==> src/rtl/gpu_bg_block_cache.sv <==
// Background block cache: gathers LANES-wide pixel groups into one VRAM block,
// loads destination content on demand, applies PSX mask check/force and saves the block.
module gpu_bg_block_cache #(
    parameter int LANES     = 2,
    parameter int BLOCK_PIX = 16,
    parameter int PIX_W     = 16,
    parameter int ADR_W     = 15,
    parameter int SLOT_W    = (BLOCK_PIX / LANES > 1) ? $clog2(BLOCK_PIX / LANES) : 1
) (
    input  logic                       clk,
    input  logic                       i_nrst,
    input  logic                       i_pix_valid,
    output logic                       o_pix_ready,
    input  logic [ADR_W-1:0]           i_blk_adr,
    input  logic [SLOT_W-1:0]          i_slot,
    input  logic [LANES-1:0]           i_lane_en,
    input  logic [LANES*PIX_W-1:0]     i_pix_data,
    input  logic                       i_need_bg,
    input  logic                       i_check_mask,
    input  logic                       i_force_mask,
    input  logic                       i_flush,
    output logic [LANES*PIX_W-1:0]     o_bg_pix,
    output logic                       o_load_req,
    output logic [ADR_W-1:0]           o_load_adr,
    input  logic                       i_load_ack,
    input  logic [BLOCK_PIX*PIX_W-1:0] i_load_data,
    output logic                       o_save_valid,
    input  logic                       i_save_ready,
    output logic [ADR_W-1:0]           o_save_adr,
    output logic [BLOCK_PIX*PIX_W-1:0] o_save_data,
    output logic [BLOCK_PIX-1:0]       o_save_mask,
    output logic                       o_busy
);
    localparam int IDX_W = (BLOCK_PIX > 1) ? $clog2(BLOCK_PIX) : 1;

    typedef enum logic [1:0] {S_EMPTY, S_LOAD, S_OPEN, S_SAVE} state_t;

    state_t               state_q, state_d;
    logic [ADR_W-1:0]     adr_q;
    logic [BLOCK_PIX-1:0] mask_q;
    logic                 loaded_q;
    logic [PIX_W-1:0]     cache_q [BLOCK_PIX];

    logic                 need_load, match;
    logic                 pix_ready, adr_latch, do_write, do_merge, do_release;
    logic [IDX_W-1:0]     lane_idx [LANES];
    logic [LANES-1:0]     wr_en;
    logic [PIX_W-1:0]     wr_word [LANES];

    assign need_load = i_need_bg | i_check_mask;
    assign match     = (i_blk_adr == adr_q);

    // NOTE: every combinational output gets a default first, so no path can infer a latch.
    always_comb begin
        state_d    = state_q;
        pix_ready  = 1'b0;
        adr_latch  = 1'b0;
        do_write   = 1'b0;
        do_merge   = 1'b0;
        do_release = 1'b0;
        case (state_q)
            S_EMPTY: begin
                pix_ready = i_pix_valid & ~need_load & ~i_flush;
                if (i_pix_valid && need_load) begin
                    adr_latch = 1'b1;
                    state_d   = S_LOAD;
                end else if (pix_ready) begin
                    adr_latch = 1'b1;
                    do_write  = 1'b1;
                    state_d   = S_OPEN;
                end
            end
            S_LOAD: begin
                if (i_load_ack) begin
                    do_merge = 1'b1;
                    state_d  = S_OPEN;
                end
            end
            S_OPEN: begin
                // Flush or a foreign address closes the block before any write.
                if (i_flush || (i_pix_valid && !match)) begin
                    if (|mask_q) begin
                        state_d = S_SAVE;
                    end else begin
                        do_release = 1'b1;
                        state_d    = S_EMPTY;
                    end
                end else if (i_pix_valid && need_load && !loaded_q) begin
                    state_d = S_LOAD;
                end else begin
                    pix_ready = i_pix_valid;
                    do_write  = i_pix_valid;
                end
            end
            S_SAVE: begin
                if (i_save_ready) begin
                    do_release = 1'b1;
                    state_d    = S_EMPTY;
                end
            end
            default: state_d = S_EMPTY;
        endcase
    end

    always_comb begin
        for (int l = 0; l < LANES; l++) begin
            lane_idx[l] = IDX_W'(i_slot) * IDX_W'(LANES) + IDX_W'(l);
            // A destination pixel with its mask bit set is protected under mask check.
            wr_en[l]    = do_write & i_lane_en[l] &
                          ~(i_check_mask & cache_q[lane_idx[l]][PIX_W-1]);
            wr_word[l]  = i_pix_data[l*PIX_W +: PIX_W] | {i_force_mask, {(PIX_W-1){1'b0}}};
            o_bg_pix[l*PIX_W +: PIX_W] = cache_q[lane_idx[l]];
        end
    end

    always_comb begin
        for (int k = 0; k < BLOCK_PIX; k++) begin
            o_save_data[k*PIX_W +: PIX_W] = cache_q[k];
        end
    end

    // NOTE: the block storage is reset too, so a freshly reset cache reads back as zero.
    always_ff @(posedge clk or negedge i_nrst) begin
        if (!i_nrst) begin
            state_q  <= S_EMPTY;
            adr_q    <= '0;
            mask_q   <= '0;
            loaded_q <= 1'b0;
            for (int k = 0; k < BLOCK_PIX; k++) cache_q[k] <= '0;
        end else begin
            state_q <= state_d;
            if (adr_latch) adr_q <= i_blk_adr;
            if (do_release) begin
                mask_q   <= '0;
                loaded_q <= 1'b0;
            end
            if (do_merge) begin
                loaded_q <= 1'b1;
                for (int k = 0; k < BLOCK_PIX; k++) begin
                    if (!mask_q[k]) cache_q[k] <= i_load_data[k*PIX_W +: PIX_W];
                end
            end
            for (int l = 0; l < LANES; l++) begin
                if (wr_en[l]) begin
                    cache_q[lane_idx[l]] <= wr_word[l];
                    mask_q[lane_idx[l]]  <= 1'b1;
                end
            end
        end
    end

    assign o_pix_ready  = pix_ready;
    assign o_load_req   = (state_q == S_LOAD);
    assign o_load_adr   = adr_q;
    assign o_save_valid = (state_q == S_SAVE);
    assign o_save_adr   = adr_q;
    assign o_save_mask  = mask_q;
    assign o_busy       = (state_q != S_EMPTY);
endmodule
==> config.mk <==
export PLATFORM = sky130hd
export DESIGN_NAME = gpu_bg_block_cache
export DESIGN_NICKNAME = d
export VERILOG_FILES = /design/src/rtl/gpu_bg_block_cache.sv
export SDC_FILE = /design/constraint.sdc
export NUM_CORES = 1
export LEC_CHECK = 0
export ABC_AREA = 0
export BUFFER_PORTS_ARGS = -buffer_cell sky130_fd_sc_hd__buf_4
export CAP_MARGIN = 25
export CORE_AREA = 2 2 255 257
export DETAILED_ROUTE_END_ITERATION = 12
export DIE_AREA = 0 0 257 259
export GPL_ROUTABILITY_DRIVEN = 0
export GPL_TIMING_DRIVEN = 0
export SETUP_SLACK_MARGIN = 0.1
export SLEW_MARGIN = 5
export SYNTH_ARGS = -nofsm -noshare
export SYNTH_HDL_FRONTEND = slang
export SYNTH_SLANG_ARGS = --single-unit
==> constraint.sdc <==
create_clock -name clk -period 2.73 [get_ports clk]
set_input_delay 0 -clock clk [delete_from_list [all_inputs] [get_ports clk]]
set_output_delay 0 -clock clk [all_outputs]
set_load 0.005 [all_outputs]
### After elaboration in Yosys (flattened, before gate mapping)

Index checks and enable logic that the tools add are counted.

* add/sub/neg operators: 1
* order comparisons: 8
* equal/unequal tests: 8
* muxes and demuxes: 62
* bitwise operators: 19
* reduce and logical (&&, ||, !) cells: 15

Operators with widths (number)
* 256-bit 2-to-1 mux: 3
* 256-bit bitwise mux: 2
* 16-bit 2-to-1 mux: 25
* 16-bit binary-select mux with 4-bit select: 2
* 16-bit demux with 4-bit select: 2
* 16-bit bitwise OR: 3
* 16-bit by 15-bit bitwise OR with 16-bit output: 1
* 16-bit OR reduction: 1
* 15-bit == test: 1
* 1-bit 2-to-1 mux: 15
* 2-bit 2-to-1 mux: 7
* 5-bit greater-or-equal comparator (second input constant): 2
* 4-bit by 5-bit less-than comparator with 1-bit output (second input constant): 2
* 5-bit by 1-bit less-than comparator with 1-bit output (second input constant): 2
* 4-bit inverter with 5-bit output: 2
* 1-bit AND: 8
* 4-bit by 1-bit greater-or-equal comparator with 1-bit output (second input constant): 2
* 2-bit case mux with 4 select lines: 1
* 1-bit logical AND: 7
* 3-bit != test (second input constant): 2
* 1-bit case mux with 2 select lines: 3
* 4-bit by 1-bit adder with 4-bit output (second input constant): 1
* 1-bit demux with 4-bit select: 1
* 2-bit == test (second input constant): 2
* 10 further kinds: 16

* register bits: 290
* input port bits: 317
* output and inout bits: 338
* logic and storage cells: 133

### Longest topological paths before layout

Gate-level depths: netlist (run 1).

* word-level depth: 12
* mapped depth: 11
* depth with buffers taken out: 6

### Worst setup path after synthesis (run 1)

Ideal clock, no wire load.

* path kind: register to register
* start point: register state_q[1]
* end point: register cache_q, in the netlist o_save_data[86]
* library setup time: 125 ps
* data arrival time: 2321 ps
* required time: 2605 ps
* slack: 284 ps
* cell stages (with the launch flop): 8
* buffers on the path: 2
* cells stage by stage: dfrtp_1 nor2b_1 nand2_1 clkbuf_1 nor2_1 clkbuf_1 mux2_2 mux2_2

* longest elaborated chain between the ends: 7

Ends and longest elaborated chain
* from (decl): RTL line 38 `state_t state_q, state_d;`
* from (signal assigned): RTL line 131 `state_q <= state_d;`
* 2-bit by 1-bit == test with 1-bit output (*)
* named net o_load_req: RTL line 23 `output logic o_load_req,`
* 1-bit 2-to-1 mux (*): RTL line 61 `case (state_q)`
* 256-bit 2-to-1 mux (*): RTL line 137 `if (do_merge) begin`
* 256-bit bitwise mux: RTL line 145 `cache_q[lane_idx[l]] <= wr_word[l];`
* 256-bit 2-to-1 mux (*): RTL line 144 `if (wr_en[l]) begin`
* 256-bit bitwise mux: RTL line 145
* 256-bit 2-to-1 mux (*): RTL line 144
* to (signal, indexed assignment): RTL line 140 `if (!mask_q[k]) cache_q[k] <= i_load_data[k*PIX_W +: PIX_W];`
* to (signal, indexed assignment): RTL line 145
* to (decl): RTL line 42 `logic [PIX_W-1:0] cache_q [BLOCK_PIX];`

Mark *: on every way through the listed nets, which the timed path passes. The rest lies on a longest branch.
A chain may end at the register's enable or synchronous reset.

### Worst setup path after layout (run 1)

* start point: register cache_q, in the netlist o_save_data[127]
* end point: register cache_q, in the netlist o_save_data[84]

* longest elaborated chain between the ends: 9

Ends and longest elaborated chain
* 16-bit binary-select mux with 4-bit select: RTL line 110 `~(i_check_mask & cache_q[lane_idx[l]][PIX_W-1]);`
* 16-bit 2-to-1 mux (implied by the code) (2 in series): RTL line 110
* 1-bit AND: RTL line 110
* 1-bit inverter: RTL line 110
* 1-bit AND: RTL line 109 `wr_en[l] = do_write & i_lane_en[l] &`
* 256-bit 2-to-1 mux: RTL line 144
* 256-bit bitwise mux: RTL line 145
* 256-bit 2-to-1 mux (*): RTL line 144

Mark *: on every way between the ends. The rest lies on a longest branch, timed or not. The select of a mux whose other input is x is not followed.

==> results by stage, run 1 <==
Synth:
- When the netlist entered floorplanning its net count stood at around 1500.
- In the post-synthesis netlist, the biggest area contributors are sky130_fd_sc_hd__dfrtp_1 45%, sky130_fd_sc_hd__mux2_2 31%, sky130_fd_sc_hd__a22oi_1 5.6%, sky130_fd_sc_hd__mux2_4 4.5%, sky130_fd_sc_hd__mux2i_1 2.0%.
- After synthesis, the largest area contributor takes up between 40% and 50% of total cell area.
- The number of enable flip-flop cells after synthesis is 0.
- The cell count after synthesis came out at ~1200.
- For this run, asynchronously set or reset flops after synthesis account for 100%.
- The average footprint of a synthesized cell is between 10 and 15 um2.
- Among all flip-flop cells after synthesis, the most frequent one is sky130_fd_sc_hd__dfrtp_1.
- The largest total area in the synthesized netlist belongs to sky130_fd_sc_hd__dfrtp_1.
- The summed instance area of the synthesized netlist is around 16000 um2.
- The post-synthesis register bit count is 290.
- The count of cell types in the netlist is 53.
- The Yosys step of the flow raised 0 warnings.
- After synthesis, flip-flops and latches occupy around 45% of the total area.

Clock network:
- The count of clock tree sinks is 290.
- The CTS tree is yes.
- The clock transition at the registers of the reported paths is approximately 0.060 ns.
- The CTS buffer count is 37.
- The later pin in the worst-skew pair is clocked with a latency of 0.55 ns.
- The H-tree was split into 2 levels.
- The number of buffers between clock root and the deepest sink is 3.
- CTS placed an instance of sky130_fd_sc_hd__clkbuf_16 at the clock tree root.

Timing:
- The final hold violation count was 0.
- The worst path uses a little over nine tenths of the clock period.
- Headroom to the max-slew limit came out at between 30% and 40%.
- Adding up every negative setup slack in the final design gives 0 ns.
- On the final layout, the worst clock skew is roughly 0.023 ns.
- The smallest clock period supported by the final layout is computed as roughly 2.6 ns.
- The worst path meets setup with approximately 0.094 ns of slack.
- Setup repair after global routing could not meet its margin everywhere.
- The slew at the pin closest to its max-slew limit is between 0.9 and 1 ns.
- Based on the critical path, the design can be clocked at up to about 0.38 GHz.
- Setup violations remaining at the end of the flow were counted as 0.
- Across all hold checks on the routed design, the worst slack comes to around 0.012 ns.
- The number of max-slew violations in the final report came to 0.

Power and ir drop:
- In this run the static leakage power is between 0.01 and 0.015 uW.
- The power density over the cells is between 900 and 1000 nW/um2.
- The peak supply drop is 0.548 mV.

Die:
- The floorplan step set the die width to about 260 um.
- The number of top-level pins is approximately 660.
- For this configuration, the core starts out at a cell density of 25.3%.
- The die is 259 um tall.
- The region available for standard cell placement spans ~64000 um2.
- The floorplan has 93 rows.
- The die covers 66600 um2.

Outcome:
- The run finished with clean final reports.

Critical path:
- The highest cell delay on the worst timing path is about 0.54 ns.
- For this design, the slowest cell found on the critical path is sky130_fd_sc_hd__mux4_2.
- The most numerous cell type found on the critical path is sky130_fd_sc_hd__and3_4.
- The critical path goes through mux2_4 > mux4_2 > o21ai_4 > and3_4 > and3_4 > buf_8 > buf_12 > mux2_2.
- The maximum fanout encountered on the critical timing path is 5.
- The endpoint arrival time on the critical path is roughly 3 ns.
- The worst setup path is captured at a flop.
- The critical path class is reg -> reg.
- The type of element launching the critical path is a flop.
- The data required time at the worst endpoint is between 3 and 4 ns.

Route:
- The routed via count is ~16000.
- After the first detailed-routing iteration, the DRC count stood at a little over 1000.
- The routed length per placed instance is approximately 28 um.
- The number of nets with antenna violations after detailed routing is 0.
- The routed design has between 80 and 90 mm of wire.
- The number of vias per cell is about 5.
- In the routed design, unresolved DRC markers number 0.
- The first TritonRoute pass finished after 5 iterations.

Global route:
- The global-route usage over all layers is 25.7%.
- Summed over all layers, the global routing overflow is 0.
- Entering global routing, the biggest net connects ~110 pins.
- The number of antenna violations at the first check in global routing is 6.
- The via count of the first global-routing pass was 16982.
- The global-route wire length before repair is approximately 120 mm.

Placed design:
- The total of buffers placed on input and output ports is 652.
- The worst-case setup slack after placement is -0.740 ns.
- The number of cells after detailed placement is roughly 2800.
- After legalization and detailed placement, the total HPWL measured between 60 and 70 mm.

Cells and area:
- Compared with the post-synthesis result, the final layout area differs by 70.7%.
- The final cell count without fillers is between 3000 and 4000.
- The ratio of cells with drive above 1 in the final layout is between 50% and 60%.
- The post-layout utilization of the core is 43.1%.
- In the final design database the tool counted between 2000 and 3000 nets.

Worst hold path:
- The classification of the worst-slack hold path is in -> reg.

Job:
- The number of max-cap violations is 0.
## cell usage after synthesis (2+ instances only)
master / number
sky130_fd_sc_hd__clkbuf_1: 37
sky130_fd_sc_hd__o211ai_1: 2
sky130_fd_sc_hd__xor2_1: 3
sky130_fd_sc_hd__buf_4: 18
sky130_fd_sc_hd__o21ai_0: 17
sky130_fd_sc_hd__a22oi_1: 121
sky130_fd_sc_hd__and3b_1: 2
sky130_fd_sc_hd__and3_1: 3
sky130_fd_sc_hd__mux2_4: 48
sky130_fd_sc_hd__nand4_2: 5
sky130_fd_sc_hd__a21oi_1: 2
sky130_fd_sc_hd__mux2_1: 4
sky130_fd_sc_hd__dfrtp_1: 290
sky130_fd_sc_hd__o21bai_1: 2
sky130_fd_sc_hd__nand3_4: 6
sky130_fd_sc_hd__o21a_1: 3
sky130_fd_sc_hd__nor3_1: 2
sky130_fd_sc_hd__buf_2: 22
sky130_fd_sc_hd__buf_6: 10
sky130_fd_sc_hd__nand4_1: 33
sky130_fd_sc_hd__buf_1: 2
sky130_fd_sc_hd__and4_1: 2
sky130_fd_sc_hd__a211oi_1: 2
sky130_fd_sc_hd__nor2b_1: 3
sky130_fd_sc_hd__nand4_4: 3
sky130_fd_sc_hd__xnor2_1: 12
sky130_fd_sc_hd__mux2_2: 446
sky130_fd_sc_hd__and3_2: 6
sky130_fd_sc_hd__or2_2: 2
sky130_fd_sc_hd__nor4_1: 5
sky130_fd_sc_hd__nor2_1: 26
sky130_fd_sc_hd__nand3b_1: 3
sky130_fd_sc_hd__nor3b_1: 4
sky130_fd_sc_hd__mux2i_1: 32
sky130_fd_sc_hd__inv_1: 22
sky130_fd_sc_hd__o221ai_1: 2
sky130_fd_sc_hd__a22o_1: 2
sky130_fd_sc_hd__nand2_1: 7
sky130_fd_sc_hd__and2_1: 3
## metal layers
metal  GRT usage (%)  wire length, um  share of wire [%]  vias up
met3            6.29             6620                7.4      226
met5               0               41              0.046        -
met4            10.2             3750                4.2        6
met2            42.7            41900                 47      887
met1            32.2            36700                 41     8067
li1                -                -                  -     6795
## state kept, by name (all words and copies together) (netlist names)
signal	flops
o_save_data	256
o_save_mask	16
o_load_adr	15
state_q	2
loaded_q	1
## path summary, 6_finish.rpt
check	from	to	slack [ns]	cells after the start
setup / recovery	o_save_data[127]	o_save_data[84]	0.09	8
hold / removal	i_force_mask	o_save_data[207]	0.01	3
setup reg to reg	o_save_data[127]	o_save_data[84]	0.09	8
hold reg to reg	loaded_q	loaded_q	0.56	2
max in group asynchronous	i_nrst	o_save_data[211]	1.59	3
min in group asynchronous	i_nrst	o_save_data[96]	0.04	2
## worst max-delay path, delay by kind of cell, from the launching register on
| kind | cells | cell delay (ns) |
|---|---|---|
| buffers and inverters | 2 | 0.28 |
| AO/OA/AOI/OAI | 1 | 0.23 |
| multiplexers | 3 | 1.18 |
| AND/OR/NAND/NOR | 2 | 0.40 |
| flip-flops | 1 | 0.39 |
## power breakdown
group | switching (uW) | leakage, uW | internal (uW)
sequential | 2110 | 0.00349 | 6400
combinational | 4500 | 0.00848 | 7730
clock | 1970 | 0.000569 | 2890
total | 8580 | 0.0125 | 17000
## stage by stage
stage,instance area (um2),total power [uW]
floorplan,16100,13400
global placement,22100,19500
detailed placement,22500,19900
CTS,27300,25400
global route,27500,26800
finish,27500,25600
## cells by family (layout without fill, tap and decap cells)
group                     Yosys count  count (layout)  synth area share [%]
muxes                             531             531                  38.0
buffers and inverters             112            1203                  3.73
AOI/OAI and AO/OA                 163             163                  7.40
DFF                               290             290                  45.0
xor gates and xnor gates           15              15                 0.814
and+or+nand+nor                   117             117                  5.06
other                               0               2                     0
## layout make-up
class	instances	area [um2]
Clock inverter	4	51.3
Tap cell	855	1070
Multi-Input combinational cell	826	8500
Timing Repair Buffer	1029	8770
Buffer	89	678
Fill cell	5889	36300
Inverter	22	82.6
Sequential cell	290	7260
Antenna cell	2	5.00
Clock buffer	59	1120
## cell usage in the layout, fill, tap and decap left out, types with 22 or more instances in the layout
cell type,instances
sky130_fd_sc_hd__mux2i_1,32
sky130_fd_sc_hd__nand4_1,33
sky130_fd_sc_hd__buf_4,711
sky130_fd_sc_hd__clkbuf_16,40
sky130_fd_sc_hd__a22oi_1,121
sky130_fd_sc_hd__dfrtp_1,289
sky130_fd_sc_hd__mux2_4,61
sky130_fd_sc_hd__inv_1,22
sky130_fd_sc_hd__clkbuf_1,29
sky130_fd_sc_hd__mux2_2,434
sky130_fd_sc_hd__dlygate4sd3_1,312
## what timing repair did
action / CTS / global route
hold endpoints to repair: 356 / 0
gates cloned: 0 / 1
buffers inserted: 23 / 16
hold buffers: 312 / 0
endpoints found under the setup margin: 273 / 107
resized for setup: 83 / 17
pin swaps: 11 / 5
Note: power is estimated with default switching activity, not from simulation.
==> inputs of run 2 (changes only) <==
CELL_PAD_IN_SITES_DETAIL_PLACEMENT = 0   (was unset)
CELL_PAD_IN_SITES_GLOBAL_PLACEMENT = 1   (was unset)
CORE_AREA = 2 2 257 259   (was 2 2 255 257)
DIE_AREA = 0 0 259 261   (was 0 0 257 259)
HOLD_SLACK_MARGIN = 0.08   (was unset)
PLACE_DENSITY_LB_ADDON = 0.1   (was unset)
==> run 2 against run 1 <==
Net effect:
- worst hold slack better by 0.061 ns
- die area up 1.6%
- via count down 3.8%
- combinational power about the same
- clock skew down 0.014 ns
- register-to-register slack better by 0.08 ns
- critical path type unchanged
- sequential share of layout area down 0.11 points
- utilization down 0.59 points
- cell count up 0.35%
==> results by stage, run 2 (synthesis results as in run 1) <==
Cells and area:
- In the layout the commonest cells are 711 x sky130_fd_sc_hd__buf_4, 446 x sky130_fd_sc_hd__mux2_2, 314 x sky130_fd_sc_hd__dlygate4sd3_1, 290 x sky130_fd_sc_hd__dfrtp_1, 121 x sky130_fd_sc_hd__a22oi_1.
- The flip-flop count of the largest register after layout is 256 (unchanged).
- The final antenna diode count is 0 (-2).
- The ratio of cells with drive above 1 in the final layout is 59.7% (+0.20 points).
- The final design area excluding fillers came to 27700 um2 (+0.41%).
- The commonest non-fill, non-tap cell in the layout is sky130_fd_sc_hd__buf_4.
- The final-stage net count is 2613 (+0.038%).
- From synthesis to final layout, the design area changed by 71.4%.

Clock network:
- The count of clock tree sinks is 290 (unchanged).
- The root buffer cell is sky130_fd_sc_hd__clkbuf_16.
- The CTS tree is yes.
- The clock transition at the registers of the reported paths is 0.06 ns (about the same).
- The number of buffers between clock root and the deepest sink is 3 (unchanged).
- The depth of the CTS H-tree came to 2 (unchanged).
- The CTS buffer count is 40 (+8.1%).
- The clock latency on the worst-skew pair is 0.56 ns (about the same).

Route:
- The DRC violation count after routing is 0 (unchanged).
- The number of nets with antenna violations after detailed routing is 0 (unchanged).
- The number of DRC markers after the initial detailed-route iteration is 810 (-21%).
- The detailed-routing iteration count for the pre-antenna-repair pass is 4 (-1).
- The routed via count came to 15379 (-3.8%).
- The routed length per placed instance is 28.4 um (+1.3%).
- The number of vias per cell is 4.83 (-4.1%).
- The detailed-route wire length is 90.5 mm (+1.6%).

Outcome:
- The flow ran to the end, and the final reports show no timing, DRC or antenna violations.

Global route:
- The global-route usage over all layers is 25.9% (+0.15 points).
- The pin count of the biggest net entering global routing was 100 (-7.4%).
- The via count of the first global-routing pass is 16272 (-4.2%).
- The number of antenna violations at the first check in global routing came to 3 (-3).
- The global-route wire length before repair is 124 mm (+0.36%).
- The total overflow reported by the global router is 0 (unchanged).

Power and ir drop:
- The relative contribution of the clock network to total power was 20.1% (+1.1 points).
- The share of power burned in registers is 32.8% (-0.4 points).
- The switching power share of the total was 33.8% (+0.26 points).
- The power density over the cells is 934 nW/um2 (+0.49%).
- The peak supply drop is 0.479 mV (-13%).
- The reported net switching power is 8720 uW (+1.7%).
- The share of total power in combinational logic is 47.1% (-0.7 points).
- The static leakage is 0.0126 uW (+0.22%).
- The internal power is 17100 uW (+0.50%).
- The final total power was 25800 uW (+0.90%).

Timing:
- The worst slew margin relative to its limit is 42.9% (+4.4 points).
- The ratio of final minimum period to clock period is 93.5% (-3.1 points).
- The number of max-slew violations in the final report is 0 (unchanged).
- The total of endpoints with negative setup slack in the final report is 0 (unchanged).
- The timing-limited maximum frequency was 0.392 GHz (+3.3%).
- The worst clock skew is 0.00862 ns (-0.0142 ns).
- Setup repair after global routing could not meet its margin everywhere.
- The slew at the pin closest to its max-slew limit is 0.855 ns (-0.0642 ns).
- The clock period minus final worst setup slack was 2.55 ns (-0.0839 ns).
- The final hold violation count was 0 (unchanged).
- The worst setup slack after layout is 0.178 ns (+0.0839 ns).

Placed design:
- The total cell area at the placement stage is 22500 um2 (-0.15%).
- The final HPWL from detailed placement is 67.0 mm (+4.8%).
- The total of buffers placed on input and output ports is 652 (unchanged).
- The worst-case setup slack after placement is -0.896 ns (-0.156 ns).

Worst hold path:
- The worst min-delay path startpoint is i_load_ack.
- For hold timing, the worst endpoint is loaded_q.
- The classification of the worst-slack hold path is in -> reg.
- The number of instances on the worst hold path is 4 (+1).

Critical path:
- The endpoint type of the worst setup path is a flop.
- The most frequent cell on the critical path is sky130_fd_sc_hd__buf_4.
- The critical path class is reg -> reg.
- The endpoint identified for the worst register-to-register timing path is o_save_data[109].
- The highest cell delay on the worst timing path is 0.42 ns (-0.12 ns).
- The endpoint arrival time on the critical path is 3.00 ns (-0.05 ns).
- The worst setup path is launched from a flop.
- The cell at the slowest stage of the critical path is sky130_fd_sc_hd__dfrtp_1.
- The depth of the worst register-to-register path is 10 (+2).
- The data required time at the worst endpoint is 3.18 ns (+0.03 ns).
- The critical path goes through xnor2_1 > nand4_1 > nor2_4 > a31o_4 > buf_8 > buf_12 > buf_4 > nand4_4 > buf_4 > mux2_2.
- The reg-to-reg setup timing slack is 0.18 ns (+0.08 ns).
- The maximum fanout encountered on the critical timing path came to 10 (+5).
- The launch point of the worst reg-to-reg path is o_load_adr[6].

Die:
- The number of top-level pins is 655 (unchanged).
- The die footprint came to 67600 um2 (+1.6%).
- The core outline area is 65000 um2 (+1.8%).
- The chip width came to 259 um (+0.78%).
- The number of standard-cell rows in the floorplan is 94 (+1.1%).
- The initial core utilization is 24.8% (-0.45 points).
- The floorplan die height is 261 um (+0.77%).

Job:
- The number of max-cap violations came to 0 (unchanged).
## run 2: cell count changes in the layout (fill, tap and decap cells not counted), sizes merged, moves of 2 or more
cell	delta
buf	-3
clkbuf	+3
clkinv	+5
diode	-2
dlygate4sd3	+2
## run 2: routing by layer
metal	share of wire [%]	track usage (%)	routed length [um]
met1	42	33.0	38400
met2	49	44.0	44000
met3	5.0	4.38	4550
met4	3.9	9.81	3540
met5	0.0088	0	8
## run 2: cell type report
type | instances | area [um2]
Fill cell | 6350 | 37400
Buffer | 87 | 702
Multi-Input combinational cell | 826 | 8520
Tap cell | 864 | 1080
Sequential cell | 290 | 7260
Timing Repair Buffer | 1029 | 8750
Inverter | 22 | 82.6
Clock inverter | 6 | 30.0
Clock buffer | 63 | 1230
## run 2: power groups by stage
stage	sequential (uW)	combinational [uW]	clock, uW
after floorplan	8050	5370	0
after global placement	8460	11300	0
after detailed placement	8500	11500	0
after CTS	8450	12200	5340
after global routing	8760	12900	5490
final	8480	12200	5190
## run 2: stage by stage
stage	hold slack (ns)	util (%)	std cells	TNS [ns]
6_report	0.0733	42.5	3187	0
4_1_cts	0.102	42.2	3173	0
2_1_floorplan	-0.296	-	1228	0
3_3_place_gp	0.254	34.0	2744	-559.68
3_5_place_dp	-0.0839	34.5	2766	-139.55
5_1_grt	0.106	42.5	3187	0
## run 2: what timing repair did
action	in CTS	in global routing
endpoints found under the setup margin	273	158
pin swaps	15	6
hold endpoints to repair	471	0
resized for setup	96	14
setup buffers	26	13
hold buffers	315	0
cloned	0	1
## run 2: worst max-delay path, delay by kind of cell (launching register included)
| kind | cells | cell delay, ns |
|---|---|---|
| buffers and inverters | 4 | 0.71 |
| AND/OR/NAND/NOR | 3 | 0.58 |
| AO/OA/AOI/OAI | 1 | 0.20 |
| flip-flops | 1 | 0.42 |
| XOR/XNOR | 1 | 0.20 |
| multiplexers | 1 | 0.30 |
## run 2: how the worst max path moves through the flow
| stage | from | to | cells after the start |
|---|---|---|---|
| after detailed placement | state_q[1] | o_save_data[87] | 7 |
| after floorplan | state_q[1] | o_save_data[86] | 7 |
| after CTS | o_load_adr[1] | o_save_data[34] | 10 |
| after global placement | i_nrst | o_save_data[203] | 1 |
| after global routing | state_q[0] | state_q[0] | 7 |
| final | o_load_adr[6] | o_save_data[109] | 10 |
